`src/rtl/pc_seq_pkg.sv`:
```
// Shared types and helpers for the fetch-stage next-PC sequencer.
// Holds the FSM encoding, BHT counter values and 2-bit saturating arithmetic.
package pc_seq_pkg;

   typedef enum logic [1:0] {
      BOOT = 2'd0,
      RUN  = 2'd1,
      HALT = 2'd2
   } state_t;

   localparam logic [1:0] CNT_SNT = 2'b00;
   localparam logic [1:0] CNT_WNT = 2'b01;
   localparam logic [1:0] CNT_WT  = 2'b10;
   localparam logic [1:0] CNT_ST  = 2'b11;

   function automatic logic [1:0] sat_inc(input logic [1:0] cnt);
      return (cnt == CNT_ST) ? CNT_ST : cnt + 2'd1;
   endfunction

   function automatic logic [1:0] sat_dec(input logic [1:0] cnt);
      return (cnt == CNT_SNT) ? CNT_SNT : cnt - 2'd1;
   endfunction

endpackage

```
`src/rtl/branch_hist_table.sv`:
```
// 2-bit saturating branch history table: async read of the taken bit,
// synchronous update from EX-stage resolution.
module branch_hist_table
   import pc_seq_pkg::*;
#(
   parameter int         IDX_W    = 6,
   parameter logic [1:0] CNT_INIT = CNT_WNT
) (
   input  logic             clk,
   input  logic             reset,
   input  logic [IDX_W-1:0] rd_idx,
   output logic             rd_taken,
   input  logic             upd_en,
   input  logic [IDX_W-1:0] upd_idx,
   input  logic             upd_taken
);

   localparam int N = 1 << IDX_W;

   logic [1:0] cnt_q [N];
   logic [1:0] cnt_d [N];

   // Reads see the pre-update value; a same-index update shows up next cycle.
   assign rd_taken = cnt_q[rd_idx][1];

   always_comb begin
      cnt_d = cnt_q;
      if (upd_en) begin
         cnt_d[upd_idx] = upd_taken ? sat_inc(cnt_q[upd_idx]) : sat_dec(cnt_q[upd_idx]);
      end
   end

   always_ff @(posedge clk) begin
      if (!reset) begin
         for (int i = 0; i < N; i++) begin
            cnt_q[i] <= CNT_INIT;
         end
      end else begin
         cnt_q <= cnt_d;
      end
   end

endmodule

```
`src/rtl/pc_sequencer.sv`:
```
// Next-PC controller for the fetch stage: PC register, BHT-based prediction,
// mispredict redirect/flush and the BOOT/RUN/HALT sequencing.
module pc_sequencer
   import pc_seq_pkg::*;
#(
   parameter logic [31:0] RESET_VEC = 32'h0000_0000,
   parameter int          BHT_IDX_W = 6,
   parameter logic [1:0]  CNT_INIT  = 2'b01
) (
   input  logic        clk,
   input  logic        reset,
   input  logic        stall,
   input  logic        if_is_branch,
   input  logic [31:0] if_target,
   input  logic        ex_valid,
   input  logic [31:0] ex_pc,
   input  logic        ex_taken,
   input  logic [31:0] ex_target,
   input  logic        ex_pred_taken,
   input  logic        halt_req,
   input  logic        resume,
   output logic [31:0] pc,
   output logic        pc_valid,
   output logic        pred_taken,
   output logic        flush,
   output logic [31:0] br_cnt,
   output logic [31:0] mis_cnt
);

   state_t      state_q, state_d;
   logic [31:0] pc_q, pc_d;
   logic [31:0] br_cnt_q, br_cnt_d;
   logic [31:0] mis_cnt_q, mis_cnt_d;
   logic        bht_taken;
   logic        mispredict;
   logic [31:0] correct_pc;

   branch_hist_table #(
      .IDX_W    (BHT_IDX_W),
      .CNT_INIT (CNT_INIT)
   ) u_bht (
      .clk       (clk),
      .reset     (reset),
      .rd_idx    (pc_q[BHT_IDX_W+1:2]),
      .rd_taken  (bht_taken),
      .upd_en    (ex_valid),
      .upd_idx   (ex_pc[BHT_IDX_W+1:2]),
      .upd_taken (ex_taken)
   );

   // Nothing in flight during BOOT can be a genuine branch, so redirects only count in RUN/HALT.
   assign mispredict = ex_valid & (ex_taken != ex_pred_taken) & (state_q != BOOT);
   assign correct_pc = ex_taken ? ex_target : ex_pc + 32'd4;

   assign pc         = pc_q;
   assign pc_valid   = (state_q == RUN);
   assign pred_taken = (state_q == RUN) & if_is_branch & bht_taken;
   assign flush      = mispredict & reset;
   assign br_cnt     = br_cnt_q;
   assign mis_cnt    = mis_cnt_q;

   always_comb begin
      state_d = state_q;
      pc_d    = pc_q;
      unique case (state_q)
         BOOT: state_d = RUN;
         RUN: begin
            if (mispredict) begin
               pc_d = correct_pc;
            end else if (halt_req) begin
               state_d = HALT;
            end else if (stall) begin
               pc_d = pc_q;
            end else if (pred_taken) begin
               pc_d = if_target;
            end else begin
               pc_d = pc_q + 32'd4;
            end
         end
         HALT: begin
            if (mispredict) begin
               pc_d = correct_pc;
            end else if (resume) begin
               state_d = RUN;
            end
         end
         default: state_d = BOOT;
      endcase
   end

   always_comb begin
      br_cnt_d  = br_cnt_q;
      mis_cnt_d = mis_cnt_q;
      if (ex_valid && (br_cnt_q != 32'hFFFF_FFFF)) begin
         br_cnt_d = br_cnt_q + 32'd1;
      end
      if (mispredict && (mis_cnt_q != 32'hFFFF_FFFF)) begin
         mis_cnt_d = mis_cnt_q + 32'd1;
      end
   end

   always_ff @(posedge clk) begin
      if (!reset) begin
         state_q   <= BOOT;
         pc_q      <= RESET_VEC;
         br_cnt_q  <= 32'd0;
         mis_cnt_q <= 32'd0;
      end else begin
         state_q   <= state_d;
         pc_q      <= pc_d;
         br_cnt_q  <= br_cnt_d;
         mis_cnt_q <= mis_cnt_d;
      end
   end

endmodule

```
`config.mk`:
```
export PLATFORM = sky130hd
export DESIGN_NAME = pc_sequencer
export DESIGN_NICKNAME = d
export VERILOG_FILES = /design/src/rtl/pc_seq_pkg.sv /design/src/rtl/branch_hist_table.sv /design/src/rtl/pc_sequencer.sv
export SDC_FILE = /design/constraint.sdc
export NUM_CORES = 1
export LEC_CHECK = 0
export CORE_ASPECT_RATIO = 1.75
export CORE_MARGIN = 2
export CORE_UTILIZATION = 50
export CTS_CLUSTER_SIZE = 20
export DETAILED_ROUTE_END_ITERATION = 12
export GPL_TIMING_DRIVEN = 0
export HOLD_SLACK_MARGIN = 0.1
export PLACE_DENSITY = 0.79
export SETUP_SLACK_MARGIN = 0.15
export SLEW_MARGIN = 10
export SYNTH_ARGS = -nofsm -noshare
export SYNTH_HDL_FRONTEND = slang
export SYNTH_HIERARCHICAL = 1
export SYNTH_SLANG_ARGS = --single-unit
export TNS_END_PERCENT = 100
```
`constraint.sdc`:
```
create_clock -name clk -period 3.8 [get_ports clk]
set_input_delay 0.76 -clock clk [delete_from_list [all_inputs] [get_ports clk]]
set_output_delay 0.76 -clock clk [all_outputs]
set_load 0.02 [all_outputs]
```
==> results of run 1 <==
## cell families (layout without fill, tap and decap cells)
kind of cell	Yosys count	count (layout)	synth area share
flip-flops	226	226	0.3208
AO/OA/AOI/OAI	372	372	0.2341
multiplexers	64	64	0.07293
XOR/XNOR	95	95	0.05900
buffers and inverters	131	382	0.05510
other	0	1	0
adder cells (fa/ha/maj)	10	10	0.008695
AND/OR/NAND/NOR	691	691	0.2494
## worst min-delay path: stages, from the launching register on
cell and delay [ns]:
dfxtp_1 0.31, nand2_1 0.06, a21oi_1 0.05
## worst max path at each step
stage                             to  slack, ns  depth (start not counted)
after floorplan           pred_taken       0.17                          8
after global placement    pred_taken      -0.95                          9
after detailed placement  pred_taken      -0.96                          9
after CTS                 pred_taken      -0.08                          9
after global routing      pred_taken      -0.13                          9
final                     pred_taken      -0.11                          9
## cell usage after synthesis, drive strengths merged (16+ instances only)
master and count:
a21oi 63, a221oi 19, a22oi 18, a31oi 75, and4 17, buf 45
clkbuf 65, dfxtp 226, inv 21, mux2i 21, mux4 29, nand2 199
nand3 66, nand4 34, nor2 179, nor3 42, nor3b 69, nor4 25
o21ai 66, o22ai 73, or3 16, xnor2 65, xor2 30
## report_power, final
group	internal [W]	switching (W)
combinational	0.000751	0.00115
sequential	0.00246	0.000163
clock	0.00132	0.00101
total	0.00453	0.00232
## area by class of cell
| cell class | instances | area [um^2] |
|---|---|---|
| clock inverter | 12 | 123.9 |
| sequential | 226 | 4529 |
| timing repair buffer | 209 | 2106 |
| inverter | 21 | 81.33 |
| tap | 373 | 466.7 |
| multi-input combinational | 1232 | 8840 |
| antenna | 1 | 2.502 |
| clock buffer | 30 | 631.9 |
| fill | 2378 | 10330 |
| buffer | 110 | 758.2 |
## through the flow
step / worst slack [ns] / power (W) / TNS (ns)
3_5_place_dp: -0.9593 / 0.004453 / -37.81
5_1_grt: -0.1350 / 0.007066 / -0.1350
6_report: -0.1095 / 0.006854 / -0.1095
2_1_floorplan: 0.1650 / 0.003734 / 0
4_1_cts: -0.08364 / 0.006819 / -0.08364
3_3_place_gp: -0.9527 / 0.004427 / -35.14
## what timing repair did
item | 4_1_cts | 5_1_grt
resized for setup | 38 | 5
pin swaps | 1 | 0
hold buffers | 0 | 0
endpoints found under the setup margin | 60 | 122
cloned | 1 | 0
endpoints found under the hold margin | 0 | 0
buffers inserted | 5 | 0
## flip-flops by register name (all words and copies together) (netlist names)
name         cells
state_q          2
pc              32
u_bht/cnt_q    128
br_cnt          32
mis_cnt         32
## layer usage
layer | track usage | share of wire | vias to the layer above
li1 | - | - | 6355
met1 | 0.3408 | 0.34 | 6604
met2 | 0.5989 | 0.50 | 812
met3 | 0.05852 | 0.080 | 254
met4 | 0.2440 | 0.084 | 2
met5 | 0 | 0.00025 | -
==> run summary, run 1 <==
Total GRT Usage: 0.3349
Mean Syn Cell Area: 8.875 um^2
Synth Instances: 1589
antenna viol nets, final: 0
unique cell type count in the Yosys netlist: 84
critical path required time: 3.04 ns
sequential share of the synthesized area: 0.3208
Critical Path Start: pc[2]
Final Instance Area: 17540 um^2
Reg-to-Reg Start: pc[2]
H-tree depth: 1
CTS tree: yes
fin cells: 2214
initial antenna violation count: 1
Yosys top cell by area: dfxtp_1
unrepaired setup endpoints after global routing: true
fmax: 255.8 MHz
Skew-Pair Late Insertion Delay: 0.54 ns
Hold Fails Final Rpt: 0
post-DP HPWL: 37.72 mm
status: finished, violations left
largest net degree at the start of global routing: 15
crit-path max FO: 5
TritonCTS buffer count: 23
slew at the pin closest to its max-slew limit: 1.252 ns
vias after detailed routing: 14027
first-pass GRT wire length: 76.48 mm
P_leak: 5.466 nW
Worst setup EP type: output port
Area contributors post-synth: dfxtp_1, a31oi_4, nand2_1
Max stage delay on crit path: 0.57 ns
failing checks: negative setup slack
worst hold-check path type: reg2reg
most frequent cells in the layout: dfxtp_1, nand2_1, clkdlybuf4s50_1
period utilization: 1.029
Setup Viol. Count Final: 1
Post-synth ARST share: 0
Port Buffers: 203
Worst Hold Launch: pc[1]
routed len/inst: 23.04 um
Final Util: 0.6293
row count: 81
syn nets: 1702
vias in the first global route: 13838
hold endpoint: pc[1]
Die Y-Extent: 226.2 um
worst path cell trace: buf_12 -> buf_12 -> mux4_2 -> mux4_2 -> mux4_2 -> nand3_4 -> inv_4 -> buf_6 -> buf_6
hold_ws: 0.4636 ns
final WL: 51.00 mm
# DRC: 0
fin worst setup slack: -0.1095 ns
fin crit period: 3.910 ns
Slew Viols, Final: 0
placed insts: 2165
routed vias/inst: 6.336
CP Launch Type: flip-flop
number of synthesized flops with an enable pin: 0
Top-Level Pins: 204
grt total ovfl: 0
Crit path max-delay family: multiplexers
pwr/cell area: 390.8 nW/um^2
Clock Path Buffers: 3
# clock sinks: 226
kind of critical path: reg2out
top cell type's share of synthesized area: 0.3208
fin nets: 1936
max-cap violations: 0
yosys warns: 6
CTS clk-pin slew, worst paths: 0.07 ns
Seq cells post-synth: 226
commonest non-fill, non-tap cell in the layout: dfxtp_1
FF-to-FF End: pc[9]
crit path buf inv count: 5
Final GP Congestion: 0.9769
worst hold path stage count: 2
DIE AREA: 29620 um^2
clock skew: 0.01593 ns
ys flop type: dfxtp_1
Post-Syn Area: 14100 um^2
Worst path slowest cell: mux4_2
initial drt markers: 1186
Reg2Reg Setup Slack: 0.24 ns
Core Area: 27870 um^2
FF-to-FF path depth: 12
DIE WIDTH: 131.0 um
area growth from synthesis to layout: 24.37%
share of post-route cells with drive strength above 1: 0.1299
Max transition margin: 0.1651
placed instance area: 16610 um^2
Root Buffer: clkbuf_16
Critical Path Most Common Cell: mux4_2
arrival time worst endpoint: 3.15 ns
Initial Util: 0.5060
TritonRoute pass-1 iters: 6
VDD IR max: 0.3651 mV
(Power assumes the default switching activity.)
==> run 2, diff against run 1 <==
Settings changed: CORE_UTILIZATION 50 to 35, PLACE_DENSITY 0.79 to 0.6.
==> run 2 against run 1 <==
  * The run still ends with negative setup slack left
  * Cell area increased by 1.2%
  * Via count decreased by 3.0%
  * Cell count grew 5.5%
  * Fmax is 0.33% higher
  * Largest power group unchanged
==> run summary, run 2 (synthesis results as in run 1) <==
fin worst setup slack: -0.09672 ns
Ant. Diodes: 0
Clock Path Buffers: 3
clock skew: 0.01827 ns
initial drt markers: 993
Final GP Congestion: 0.9525
pre-CTS setup slack: -1.026 ns
largest net degree at the start of global routing: 14
critical path required time: 3.04 ns
routed vias/inst: 5.828
Register Area: 4532 um^2
DIE AREA: 41980 um^2
unrepaired setup endpoints after global routing: true
Hold Fails Final Rpt: 0
Largest register FFs: 128
P_leak: 5.500 nW
fin crit period: 3.897 ns
slew at the pin closest to its max-slew limit: 1.234 ns
Top-Level Pins: 204
Setup Viol. Count Final: 1
max-cap violations: 0
initial antenna violation count: 0
status: finished, violations left
share of post-route cells with drive strength above 1: 0.1332
vias after detailed routing: 13609
fmax: 256.6 MHz
Final Instance Area: 17760 um^2
Root Buffer: clkbuf_16
area growth from synthesis to layout: 25.92%
Slew Viols, Final: 0
antenna viol nets, final: 0
worst hold-check path type: reg2reg
failing checks: negative setup slack
kind of critical path: reg2out
Worst setup EP type: output port
Final Util: 0.4447
most frequent cells in the layout: dfxtp_1, nand2_1, clkdlybuf4s50_1
CTS clk-pin slew, worst paths: 0.06 ns
crit-path max FO: 5
first-pass GRT wire length: 79.42 mm
arrival time worst endpoint: 3.14 ns
vias in the first global route: 13837
Skew-Pair Late Insertion Delay: 0.56 ns
final WL: 51.94 mm
multi-input combinational cell area: 8823 um^2
VDD IR max: 0.3167 mV
row count: 97
pwr/cell area: 394.9 nW/um^2
CP Launch Type: flip-flop
TritonRoute pass-1 iters: 6
post-DP HPWL: 39.74 mm
hold_ws: 0.4565 ns
routed len/inst: 22.25 um
Initial Util: 0.3532
Port Buffers: 203
# DRC: 0
Total GRT Usage: 0.2415
Reg2Reg Setup Slack: 0.31 ns
grt total ovfl: 0
CTS tree: yes
period utilization: 1.025
# clock sinks: 226
Core Area: 39930 um^2
placed instance area: 16760 um^2
commonest non-fill, non-tap cell in the layout: dfxtp_1
Max transition margin: 0.1772
Die Y-Extent: 269.5 um
DIE WIDTH: 155.7 um
fill cell count: 3930
fin nets: 1938
CTS Hold Bufs: 0
H-tree depth: 1
TritonCTS buffer count: 25
Reg with most FFs: u_bht/cnt_q
==> run 2: path summary, 6_finish.rpt <==
check,from,endpoint,cells past startpoint
max,pc[2],pred_taken,9
min,pc[1],pc[1],2
max reg2reg,pc[2],pc[23],11
min reg2reg,pc[1],pc[1],2
==> run 2: layer usage <==
metal / GRT usage / vias up / routed length (um) / share of wire
met1: 0.2481 / 6439 / 18030 / 0.35
li1: - / 6355 / - / -
met2: 0.4492 / 613 / 26770 / 0.52
met5: 0 / - / 0 / 0
met4: 0.1603 / 0 / 4046 / 0.078
met3: 0.03070 / 202 / 3103 / 0.060
==> run 2: layout make-up <==
cell class | count | area share
tap | 495 | 0.03488
sequential | 226 | 0.2552
timing repair buffer | 210 | 0.1189
multi-input combinational | 1232 | 0.4969
inverter | 21 | 0.004580
clock buffer | 33 | 0.04030
buffer | 109 | 0.04256
clock inverter | 9 | 0.006694
==> run 2: stage by stage <==
stage                     cells  TNS (ns)  power, W
after floorplan            1589         0  0.003734
after global placement     2287    -44.76  0.004458
after detailed placement   2287    -50.27  0.004476
after CTS                  2336   -0.1080  0.007056
after global routing       2335   -0.1430  0.007295
final                      2335  -0.09672  0.007012
==> run 2: what timing repair did <==
action,4_1_cts,5_1_grt
gates cloned,1,0
pin swaps,1,0
setup endpoints to repair,59,15
buffers inserted,6,0
resized for setup,38,6
==> run 2: power breakdown <==
part / internal, W / leakage [nW] / total, W / switching [W]
clock network: 0.00146 / 0.408 / 0.00250 / 0.00104
registers: 0.00246 / 1.83 / 0.00263 / 0.000165
logic: 0.000748 / 3.26 / 0.00188 / 0.00114
==> run 2: worst max-delay path, stage by stage (launching register included) <==
cell	delay [ns]
dfxtp_4	0.36
buf_12	0.12
buf_12	0.12
mux4_2	0.49
mux4_2	0.52
mux4_2	0.56
nand3_4	0.12
inv_4	0.04
buf_6	0.11
buf_6	0.12
